File: src/rtl/i2c_defs.sv
// Shared I2C definitions: engine command one-hot codes, sequencer state
// encoding and the per-step command/data/successor lookup helpers.
package i2c_defs;

  localparam logic [5:0] CMD_WR   = 6'h01;
  localparam logic [5:0] CMD_STA  = 6'h02;
  localparam logic [5:0] CMD_RD   = 6'h04;
  localparam logic [5:0] CMD_STO  = 6'h08;
  localparam logic [5:0] CMD_ACK  = 6'h10;
  localparam logic [5:0] CMD_NACK = 6'h20;

  typedef enum logic [2:0] {
    IDLE    = 3'd0,
    WR_DEV  = 3'd1,
    WR_AH   = 3'd2,
    WR_AL   = 3'd3,
    WR_DAT  = 3'd4,
    RD_DEVR = 3'd5,
    RD_DAT  = 3'd6,
    DONE    = 3'd7
  } state_t;

  function automatic logic [5:0] step_cmd(input state_t st);
    case (st)
      WR_DEV, RD_DEVR: step_cmd = CMD_STA | CMD_WR;
      WR_AH, WR_AL:    step_cmd = CMD_WR;
      WR_DAT:          step_cmd = CMD_WR | CMD_STO;
      RD_DAT:          step_cmd = CMD_RD | CMD_NACK | CMD_STO;
      default:         step_cmd = 6'h00;
    endcase
  endfunction

  function automatic logic [7:0] step_tx(input state_t st, input logic [6:0] dev,
                                         input logic [15:0] addr, input logic [7:0] wdat);
    case (st)
      WR_DEV:  step_tx = {dev, 1'b0};
      WR_AH:   step_tx = addr[15:8];
      WR_AL:   step_tx = addr[7:0];
      WR_DAT:  step_tx = wdat;
      RD_DEVR: step_tx = {dev, 1'b1};
      default: step_tx = 8'h00;
    endcase
  endfunction

  function automatic state_t next_step(input state_t st, input logic mode16, input logic is_rd);
    case (st)
      WR_DEV:  next_step = mode16 ? WR_AH : WR_AL;
      WR_AH:   next_step = WR_AL;
      WR_AL:   next_step = is_rd ? RD_DEVR : WR_DAT;
      RD_DEVR: next_step = RD_DAT;
      default: next_step = DONE;
    endcase
  endfunction

  // Bytes the master transmits, whose slave ACK bit is meaningful.
  function automatic logic is_write_byte(input state_t st);
    case (st)
      WR_DEV, WR_AH, WR_AL, WR_DAT, RD_DEVR: is_write_byte = 1'b1;
      default:                               is_write_byte = 1'b0;
    endcase
  endfunction

endpackage

File: src/rtl/i2c_reg_ctrl.sv
// Register-level I2C transaction sequencer: splits single-byte register
// writes/reads into engine byte commands, with NACK and watchdog status.
module i2c_reg_ctrl
  import i2c_defs::*;
#(
  parameter logic [19:0] TIMEOUT_CYC = 20'd1_000_000
) (
  input  logic        Clk,
  input  logic        Rst_n,
  input  logic        wr_req,
  input  logic        rd_req,
  input  logic [6:0]  dev_id,
  input  logic        addr_mode,
  input  logic [15:0] reg_addr,
  input  logic [7:0]  wr_data,
  output logic [7:0]  rd_data,
  output logic        busy,
  output logic        done,
  output logic        ack_err,
  output logic        timeout,
  output logic [5:0]  Cmd,
  output logic        Go,
  output logic [7:0]  Tx_DATA,
  input  logic [7:0]  Rx_DATA,
  input  logic        Trans_Done,
  input  logic        ack_o
);

  state_t      state_r, state_s, nxt_s;
  logic        is_rd_r, is_rd_s;
  logic [6:0]  dev_r, dev_s;
  logic        mode_r, mode_s;
  logic [15:0] addr_r, addr_s;
  logic [7:0]  wdat_r, wdat_s;
  logic [19:0] cnt_r, cnt_s;
  logic [7:0]  rd_data_r, rd_data_s;
  logic        busy_r, busy_s, done_r, done_s;
  logic        ack_err_r, ack_err_s, timeout_r, timeout_s;
  logic [5:0]  cmd_r, cmd_s;
  logic        go_r, go_s;
  logic [7:0]  tx_r, tx_s;

  // Next-state and registered-output computation.
  always_comb begin
    state_s   = state_r;
    is_rd_s   = is_rd_r;
    dev_s     = dev_r;
    mode_s    = mode_r;
    addr_s    = addr_r;
    wdat_s    = wdat_r;
    cnt_s     = cnt_r;
    rd_data_s = rd_data_r;
    busy_s    = busy_r;
    done_s    = 1'b0;
    ack_err_s = ack_err_r;
    timeout_s = timeout_r;
    cmd_s     = cmd_r;
    go_s      = 1'b0;
    tx_s      = tx_r;
    nxt_s     = next_step(state_r, mode_r, is_rd_r);
    case (state_r)
      IDLE: begin
        if (wr_req || rd_req) begin
          state_s   = WR_DEV;
          is_rd_s   = ~wr_req;
          dev_s     = dev_id;
          mode_s    = addr_mode;
          addr_s    = reg_addr;
          wdat_s    = wr_data;
          ack_err_s = 1'b0;
          timeout_s = 1'b0;
          busy_s    = 1'b1;
          go_s      = 1'b1;
          cnt_s     = 20'd0;
          cmd_s     = step_cmd(WR_DEV);
          tx_s      = step_tx(WR_DEV, dev_id, reg_addr, wr_data);
        end else begin
          busy_s = 1'b0;
        end
      end
      WR_DEV, WR_AH, WR_AL, WR_DAT, RD_DEVR, RD_DAT: begin
        // The Go cycle is the issue phase; completion is only honoured afterwards.
        if (Trans_Done && !go_r) begin
          ack_err_s = ack_err_r | (is_write_byte(state_r) & ack_o);
          if (state_r == RD_DAT) begin
            rd_data_s = Rx_DATA;
          end else begin
            rd_data_s = rd_data_r;
          end
          if (nxt_s == DONE) begin
            state_s = DONE;
            done_s  = 1'b1;
            busy_s  = 1'b0;
            cmd_s   = 6'h00;
          end else begin
            state_s = nxt_s;
            go_s    = 1'b1;
            cnt_s   = 20'd0;
            cmd_s   = step_cmd(nxt_s);
            tx_s    = step_tx(nxt_s, dev_r, addr_r, wdat_r);
          end
        end else if (cnt_r == TIMEOUT_CYC - 20'd1) begin
          timeout_s = 1'b1;
          state_s   = DONE;
          done_s    = 1'b1;
          busy_s    = 1'b0;
          cmd_s     = 6'h00;
        end else begin
          cnt_s = cnt_r + 20'd1;
        end
      end
      DONE: begin
        state_s = IDLE;
      end
      default: begin
        state_s = IDLE;
      end
    endcase
  end

  // State and output registers.
  always_ff @(posedge Clk or negedge Rst_n) begin
    if (!Rst_n) begin
      state_r   <= IDLE;
      is_rd_r   <= 1'b0;
      dev_r     <= 7'd0;
      mode_r    <= 1'b0;
      addr_r    <= 16'd0;
      wdat_r    <= 8'd0;
      cnt_r     <= 20'd0;
      rd_data_r <= 8'd0;
      busy_r    <= 1'b0;
      done_r    <= 1'b0;
      ack_err_r <= 1'b0;
      timeout_r <= 1'b0;
      cmd_r     <= 6'd0;
      go_r      <= 1'b0;
      tx_r      <= 8'd0;
    end else begin
      state_r   <= state_s;
      is_rd_r   <= is_rd_s;
      dev_r     <= dev_s;
      mode_r    <= mode_s;
      addr_r    <= addr_s;
      wdat_r    <= wdat_s;
      cnt_r     <= cnt_s;
      rd_data_r <= rd_data_s;
      busy_r    <= busy_s;
      done_r    <= done_s;
      ack_err_r <= ack_err_s;
      timeout_r <= timeout_s;
      cmd_r     <= cmd_s;
      go_r      <= go_s;
      tx_r      <= tx_s;
    end
  end

  assign rd_data = rd_data_r;
  assign busy    = busy_r;
  assign done    = done_r;
  assign ack_err = ack_err_r;
  assign timeout = timeout_r;
  assign Cmd     = cmd_r;
  assign Go      = go_r;
  assign Tx_DATA = tx_r;

endmodule

File: config.mk
export PLATFORM = sky130hd
export DESIGN_NAME = i2c_reg_ctrl
export DESIGN_NICKNAME = d
export VERILOG_FILES = /design/src/rtl/i2c_defs.sv /design/src/rtl/i2c_reg_ctrl.sv
export SDC_FILE = /design/constraint.sdc
export NUM_CORES = 1
export LEC_CHECK = 0
export BUFFER_PORTS_ARGS = -buffer_cell sky130_fd_sc_hd__buf_4
export CAP_MARGIN = 20
export CORE_ASPECT_RATIO = 0.7
export CORE_MARGIN = 2
export CORE_UTILIZATION = 50
export CTS_CLUSTER_DIAMETER = 150
export DETAILED_ROUTE_END_ITERATION = 8
export HOLD_SLACK_MARGIN = 0.02
export PLACE_DENSITY_LB_ADDON = 0.25
export SLEW_MARGIN = 25
export SYNTH_ARGS = -nofsm -noshare
export SYNTH_HDL_FRONTEND = slang
export SYNTH_SLANG_ARGS = --single-unit
export TNS_END_PERCENT = 1
File: constraint.sdc
create_clock -name Clk -period 1.9 [get_ports Clk]
set_input_delay 0.38 -clock Clk [delete_from_list [all_inputs] [get_ports Clk]]
set_output_delay 0.38 -clock Clk [all_outputs]
set_load 0.02 [all_outputs]
==> qor.yml, run 1 <==
timing:
  timing_worst_slew_pin_value_ps: 570
  fin_crit_sh_pct: 97.8
  worst_clock_skew_ps: 10.6
  maxClockFrequency_ghz: 0.538
  timing.max_slew.rel_slack_pct: 61.9
  drv_slew: 0
  report.final.hold_viol_count: 0
  timing.final.crit_period_ps: 1860
  tns_ps: 0
  final-setup-viol-count: 0
  grt_setup_unrepaired: "true"
yosys:
  synth.area.mux_share_pct: 14.6
  syn-num-nets: 406
  synth.avg_cell_area_um2: 10.8
  synth-compound-area-share_pct: 13.6
  synth_simple_gate_area_share_pct: 15.1
  synthDistinctLibCells: 54
  synth_async_sr_flop_share_pct: 100
  yosysWarnings: 0
  synth_sequential_area_ratio_pct: 52.2
  synth_top_family_by_area: "simple AND/OR/NAND/NOR gates"
  ys_ff_latch: 81
  netlist_area_um2: 3890
  syn_inst: 359
  synth_ff_type: "dfrtp_1"
  synthXorXnorAreaFrac_pct: 1.13
  synth-edff-count: 0
  synth-adder-area-share_pct: 0.322
drt:
  dr.first_iter.drc_count: 241
  highest-signal-layer: "met4"
  route.detailed.drc: 0
  drt_pre_antenna_iters: 4
  vias_per_cell: 5.64
  drt-wirelength-per-cell_um: 16.2
  met2_wirelength_mm: 4.13
  met3_length_um: 516
  detail_route.wirelength.met1_mm: 4.53
  num_vias: 3216
  routed_wl_mm: 9.25
  route.antenna.remaining_nets: 0
worst_setup_path:
  crit_path_max_fanout: 12
  r2r_slack_ps: 40
  critical_path_arrival_ps: 2150
  cp_slowest_stage_delay_ps: 490
  worstPathCellList: "nor4bb_2, a211oi_4, o31ai_2, buf_6, or4_1, a21oi_2"
  number_of_buffers_and_inverters_on_the_critical_path: 1
  worstPathRequired_ps: 2190
  critical_path_class: "reg2reg"
  critical_path.top_delay_family: "simple AND/OR/NAND/NOR gates"
  startpoint_type: "flip-flop"
  worst_r2r_startpoint: "state_r[2]"
  critical_path.endpoint_type: "flip-flop"
  crit_path_start: "state_r[2]"
  timing.critical_path.slowest_stage_cell: "or4_1"
clock_tree:
  cts_buffers: 9
  cts_tree: "built"
  clock_tree.htree_level_count: 3
  clkSlewWorstSetupHoldPaths_ps: 80
  count_of_clock_tree_sinks: 81
  clk_path_buf_depth: 2
  root_buffer: "clkbuf_8"
  clk_latency_ps: 360
pwr:
  max-vdd-ir-drop_mv: 0.806
  clock_share_of_power_pct: 15.8
  share_comb_of_total_power_pct: 47.5
  pwr_density_cell_nw_per_um2: 1530
  power.switching_w: 0.00289
  sequentialPowerShare_pct: 36.7
  p_int_w: 0.00494
  swShare_pct: 36.9
  power.static_leakage_nw: 2.29
global_route:
  number_of_antenna_violations_at_the_first_check_in_global_routing: 0
  overflow: 0
  grt_max_degree: 53
  via_count_of_the_first_global_routing_pass: 3083
  grt_use_total_pct: 23.2
  first_pass_grt_wire_length_mm: 15.1
floorplan:
  die_area_um2: 8510
  die_w_um: 109
  ios: 73
  fp.coreArea_um2: 7420
  initial_utilization_pct: 52.4
  chipHeight_um: 77.8
  fp-row-count: 26
status:
  outcome: "complete, no violations"
finish:
  flow.area_growth_from_synthesis_pct: 31.5
  finish.net_count: 514
  drive_above_1_share_pct: 41.7
  final_cell_area_um2: 5110
  num_antenna_cells: 0
run:
  maxCapViolations: 0
hold_path:
  worst_hold_startpoint: "wr_req"
  worstHoldPathType: "in2reg"
place:
  hpwlAfterDp_mm: 6.70
  io_buffer_count: 71
  dpl-instance-area_um2: 4820
  routabilityCongestion: 0.925
## layer usage
| metal | global-route usage (%) | vias up |
|---|---|---|
| li1 | - | 1537 |
| met1 | 34.0 | 1586 |
| met2 | 33.7 | 87 |
| met3 | 6.13 | 6 |
| met4 | 7.34 | 0 |
| met5 | 0 | - |
## final cells by class
| type | count | area [um^2] |
|---|---|---|
| fillers | 573 | 2310 |
| multi-input cells | 252 | 1800 |
| flip-flops and latches | 81 | 2030 |
| repair buffers | 121 | 965 |
| well taps | 98 | 123 |
| inverters | 2 | 7.51 |
| clock buffers | 13 | 149 |
| clock inverters | 3 | 40.0 |
## per-stage QoR
step           instances  util, %  power, W  setup slack [ps]  hold slack [ps]
5_1_grt              570     68.9   0.00832             -34.9              197
4_1_cts              567     68.2   0.00781              4.94              193
3_3_place_gp         548     65.0   0.00634             -72.2              206
3_5_place_dp         548     65.0   0.00648              -109              207
2_1_floorplan        359        -   0.00501              31.0             84.4
6_report             570     68.9   0.00783              41.7              212
## state kept, by name, indices dropped and copies added (netlist names)
register	flops
wdat_r	8
dev_r	7
mode_r	1
Tx_DATA	8
cnt_r	20
is_rd_r	1
Go	1
rd_data	8
busy	1
ack_err	1
addr_r	16
done	1
state_r	3
timeout	1
Cmd	4
## power by group through the flow
stage	Sequential, W	Clock [W]	Combinational [W]
2_1_floorplan	0.00304	0	0.00197
6_report	0.00287	0.00124	0.00372
5_1_grt	0.00296	0.00133	0.00403
3_3_place_gp	0.00285	0	0.00349
4_1_cts	0.00287	0.00127	0.00368
3_5_place_dp	0.00289	0	0.00359
## path summary, 6_finish.rpt
kind,to,cells past startpoint
max in group asynchronous,cnt_r[19],3
setup reg to reg,cnt_r[10],6
setup / recovery,cnt_r[10],6
min in group asynchronous,wdat_r[3],2
hold reg to reg,dev_r[1],1
hold / removal,is_rd_r,2
## kinds of logic after synthesis
group / Yosys count
multiplexers: 51
other: 1
adder cells (fa/ha/maj): 1
AO/OA/AOI/OAI: 79
XOR/XNOR: 5
flip-flops: 81
AND/OR/NAND/NOR: 115
buffers and inverters: 26
## synth_stat cells, types with 5 or more instances
cell | n | area, um^2
or3_1 | 7 | 43.8
dfrtp_1 | 81 | 2030
nand3_1 | 14 | 70.1
xor2_1 | 5 | 43.8
a31oi_1 | 11 | 68.8
o21ai_0 | 18 | 90.1
buf_2 | 10 | 50.1
mux2_2 | 46 | 518
clkbuf_1 | 10 | 37.5
nand2_1 | 32 | 120
mux2i_1 | 5 | 50.1
nor2_1 | 31 | 116
nand4_1 | 8 | 50.1
a21oi_1 | 18 | 90.1
## placed cells by master, fill, tap and decap left out, types with 2 or more instances in the layout
master and count:
nor3_1 2, a21oi_1 17, buf_12 4, nand2_1 32
xor2_1 5, nand4_1 8, o31ai_1 4, nand3_1 14
mux2_2 46, dfrtp_1 79, clkbuf_1 3, a222oi_1 3
mux2i_1 5, or4_1 4, a211o_1 2, dfrtp_2 2
inv_1 2, a21o_1 4, and3_1 2, clkinv_2 2
nor2b_1 2, a32oi_1 3, a31o_2 2, or3_1 6
a31oi_1 11, nor2_1 31, clkbuf_8 10, o21ai_0 17
buf_4 115
## what timing repair did
action	CTS	global route
hold endpoints to repair	6	0
hold buffers	1	0
resized for setup	4	8
buffers inserted	2	3
pin swaps	1	7
setup endpoints to repair	10	29
No activity file was read; power rests on OpenSTA's default activity.
==> run 2, diff against run 1 <==
Settings changed: CORE_UTILIZATION 50 to 52, CTS_BUF_LIST from default to sky130_fd_sc_hd__clkbuf_4 sky130_fd_sc_hd__clkbuf_8.
==> qor.yml, run 2 (synthesis results as in run 1) <==
timing:
  timing_worst_slew_pin_value_ps: 525  # -45.6 ps
  worst_clock_skew_ps: 11.9  # +1.27 ps
  worst_hold_margin_ps: 213  # +0.335 ps
  tns_ps: -86.6  # -86.6 ps
  postLayoutSetupSlackWorst_ps: -44.1  # -85.7 ps
  report.final.hold_viol_count: 0  # unchanged
  final-setup-viol-count: 3  # +3
  drv_slew: 0  # unchanged
  timing.final.crit_period_ps: 1940  # +85.7 ps
  timing.max_slew.rel_slack_pct: 64.9  # +3.0 points
  maxClockFrequency_ghz: 0.514  # -4.4%
  fin_crit_sh_pct: 102  # +4.5 points
  grt_setup_unrepaired: "true"
global_route:
  first_pass_grt_wire_length_mm: 15.3  # +1.3%
  via_count_of_the_first_global_routing_pass: 3129  # +1.5%
  number_of_antenna_violations_at_the_first_check_in_global_routing: 0  # unchanged
  overflow: 0  # unchanged
  grt_max_degree: 36  # -32%
  grt_use_total_pct: 24.0  # +0.74 points
finish:
  finish.net_count: 510  # -0.78%
  layout.cells.most_common: "buf_4"
  num_antenna_cells: 0  # unchanged
  registers.top_by_ff_count: "cnt_r"
  post_layout_nonfiller_instances: 565  # -0.88%
  drive_above_1_share_pct: 42.0  # +0.23 points
  final_cell_mix: "112 x buf_4, 81 x dfrtp_1, 45 x mux2_2"
  largest_register_ff_count: 20  # unchanged
  largest_registers: "cnt_r (20), addr_r (16)"
  multi_input_comb_area_um2: 1810  # +0.63%
  n_fill_cell: 536  # -6.5%
  final_cell_area_um2: 5050  # -1.1%
  flow.area_growth_from_synthesis_pct: 30.0
  sequential_cell_area_um2: 2030  # -0.12%
clock_tree:
  count_of_clock_tree_sinks: 81  # unchanged
  clkSlewWorstSetupHoldPaths_ps: 80  # about the same
  cts_buffers: 9  # unchanged
  cts_tree: "built"
  clk_path_buf_depth: 2  # unchanged
  root_buffer: "clkbuf_8"
  clk_latency_ps: 350  # about the same
  clock_tree.htree_level_count: 3  # unchanged
drt:
  vias_per_cell: 5.73  # +1.5%
  route.antenna.remaining_nets: 0  # unchanged
  num_vias: 3236  # +0.62%
  dr.first_iter.drc_count: 212  # -12%
  route.detailed.drc: 0  # unchanged
  drt-wirelength-per-cell_um: 16.1  # -0.98%
  routed_wl_mm: 9.08  # -1.8%
  drt_pre_antenna_iters: 6  # +2
worst_setup_path:
  cp_slowest_stage_delay_ps: 440  # -50 ps
  critical_path_class: "reg2reg"
  r2r_slack_ps: -40  # -90 ps
  timing.critical_path.slowest_stage_cell: "dfrtp_1"
  startpoint_type: "flip-flop"
  r2r_depth: 7  # +1
  worstPathRequired_ps: 2180  # about the same
  worst_r2r_startpoint: "state_r[2]"
  rr_endpoint: "cnt_r[9]"
  worstPathCellList: "nor4bb_2, a211oi_2, o31ai_2, buf_6, buf_4, or3_1, a21oi_2"
  crit_path_max_fanout: 18  # +6
  critical_path_arrival_ps: 2220  # +70 ps
  critical_path.endpoint_type: "flip-flop"
place:
  routabilityCongestion: 0.866  # -6.3%
  hpwlAfterDp_mm: 6.60  # -1.5%
  dpl-instance-area_um2: 4800  # -0.36%
  io_buffer_count: 71  # unchanged
  number_of_placed_cells_counting_well_taps: 548  # unchanged
  preCtsSetupSlack_ps: -152  # -43.5 ps
floorplan:
  die_w_um: 107  # -1.9%
  fp-row-count: 26  # unchanged
  fp.coreArea_um2: 7250  # -2.2%
  chipHeight_um: 76.3  # -1.8%
  ios: 73  # unchanged
  die_area_um2: 8190  # -3.7%
  initial_utilization_pct: 53.6  # +1.2 points
hold_path:
  hold_depth: 2  # unchanged
  worstHoldEndpoint: "is_rd_r"
  worstHoldPathType: "in2reg"
  worst_hold_startpoint: "wr_req"
pwr:
  share_comb_of_total_power_pct: 48.0  # +0.5 points
  sequentialPowerShare_pct: 37.7  # +1.0 points
  swShare_pct: 38.1  # +1.2 points
  max-vdd-ir-drop_mv: 0.917  # +14%
  power.static_leakage_nw: 2.26  # -1.4%
  power.switching_w: 0.00290  # +0.27%
  p_int_w: 0.00472  # -4.6%
  pwr_density_cell_nw_per_um2: 1510  # -1.7%
  clock_share_of_power_pct: 14.3  # -1.5 points
run:
  maxCapViolations: 0  # unchanged
status:
  outcome: "finished with violations"
  violations: "setup timing"
==> run 2: changes by cell type in the layout (fill, tap and decap cells not counted), moves of 2 or more <==
cell	previous run	this run
buf_4	115	112
clkbuf_1	3	0
clkinvlp_4	0	2
dfrtp_1	79	81
dfrtp_2	2	0
==> run 2: final cells by class <==
cell class | count | area share [%]
multi-input cells | 252 | 35.8
flip-flops and latches | 81 | 40.1
clock inverters | 5 | 0.669
clock buffers | 10 | 2.60
repair buffers | 117 | 18.3
inverters | 2 | 0.149
well taps | 98 | 2.43
==> run 2: layer usage <==
| metal | part of all wire, % | GRT usage [%] | vias up |
|---|---|---|---|
| met1 | 49 | 36.0 | 1593 |
| met5 | 0 | 0 | - |
| met4 | 1.3 | 7.79 | 0 |
| met3 | 5.9 | 5.30 | 14 |
| met2 | 44 | 34.6 | 104 |
| li1 | - | - | 1525 |
==> run 2: worst max-delay path by stage <==
stage / startpoint / end / slack (ps) / cells past startpoint
2_1_floorplan: state_r[2] / addr_r[0] / 30 / 6
3_3_place_gp: Trans_Done / cnt_r[17] / -150 / 8
3_5_place_dp: Trans_Done / cnt_r[9] / -150 / 8
4_1_cts: state_r[2] / cnt_r[9] / -30 / 7
5_1_grt: state_r[2] / cnt_r[15] / -130 / 6
6_report: state_r[2] / cnt_r[9] / -40 / 7
==> run 2: critical path: cells and delay by family, from the launching register on <==
kind,cells,cell delay (ps)
simple gates,2,580
flops,1,440
compound gates,3,540
buf+inv,2,300
==> run 2: power groups by stage <==
stage	registers (W)	clock network [W]	logic, W
5_1_grt	0.00295	0.00120	0.00398
4_1_cts	0.00286	0.00113	0.00361
3_3_place_gp	0.00285	0	0.00346
2_1_floorplan	0.00304	0	0.00197
6_report	0.00287	0.00109	0.00366
3_5_place_dp	0.00289	0	0.00356
==> run 2: stage by stage <==
step	total power, W	utilization, %
final	0.00762	69.6
after global routing	0.00813	69.6
after CTS	0.00759	68.9
after detailed placement	0.00645	66.2
after global placement	0.00631	66.2
after floorplan	0.00501	-
==> run 2: what timing repair did <==
item / in CTS / in global routing
pin swaps: 1 / 2
setup endpoints to repair: 14 / 55
hold endpoints to repair: 27 / 0
hold buffers: 1 / 0
buffers inserted: 1 / 0
gates resized for setup: 3 / 11
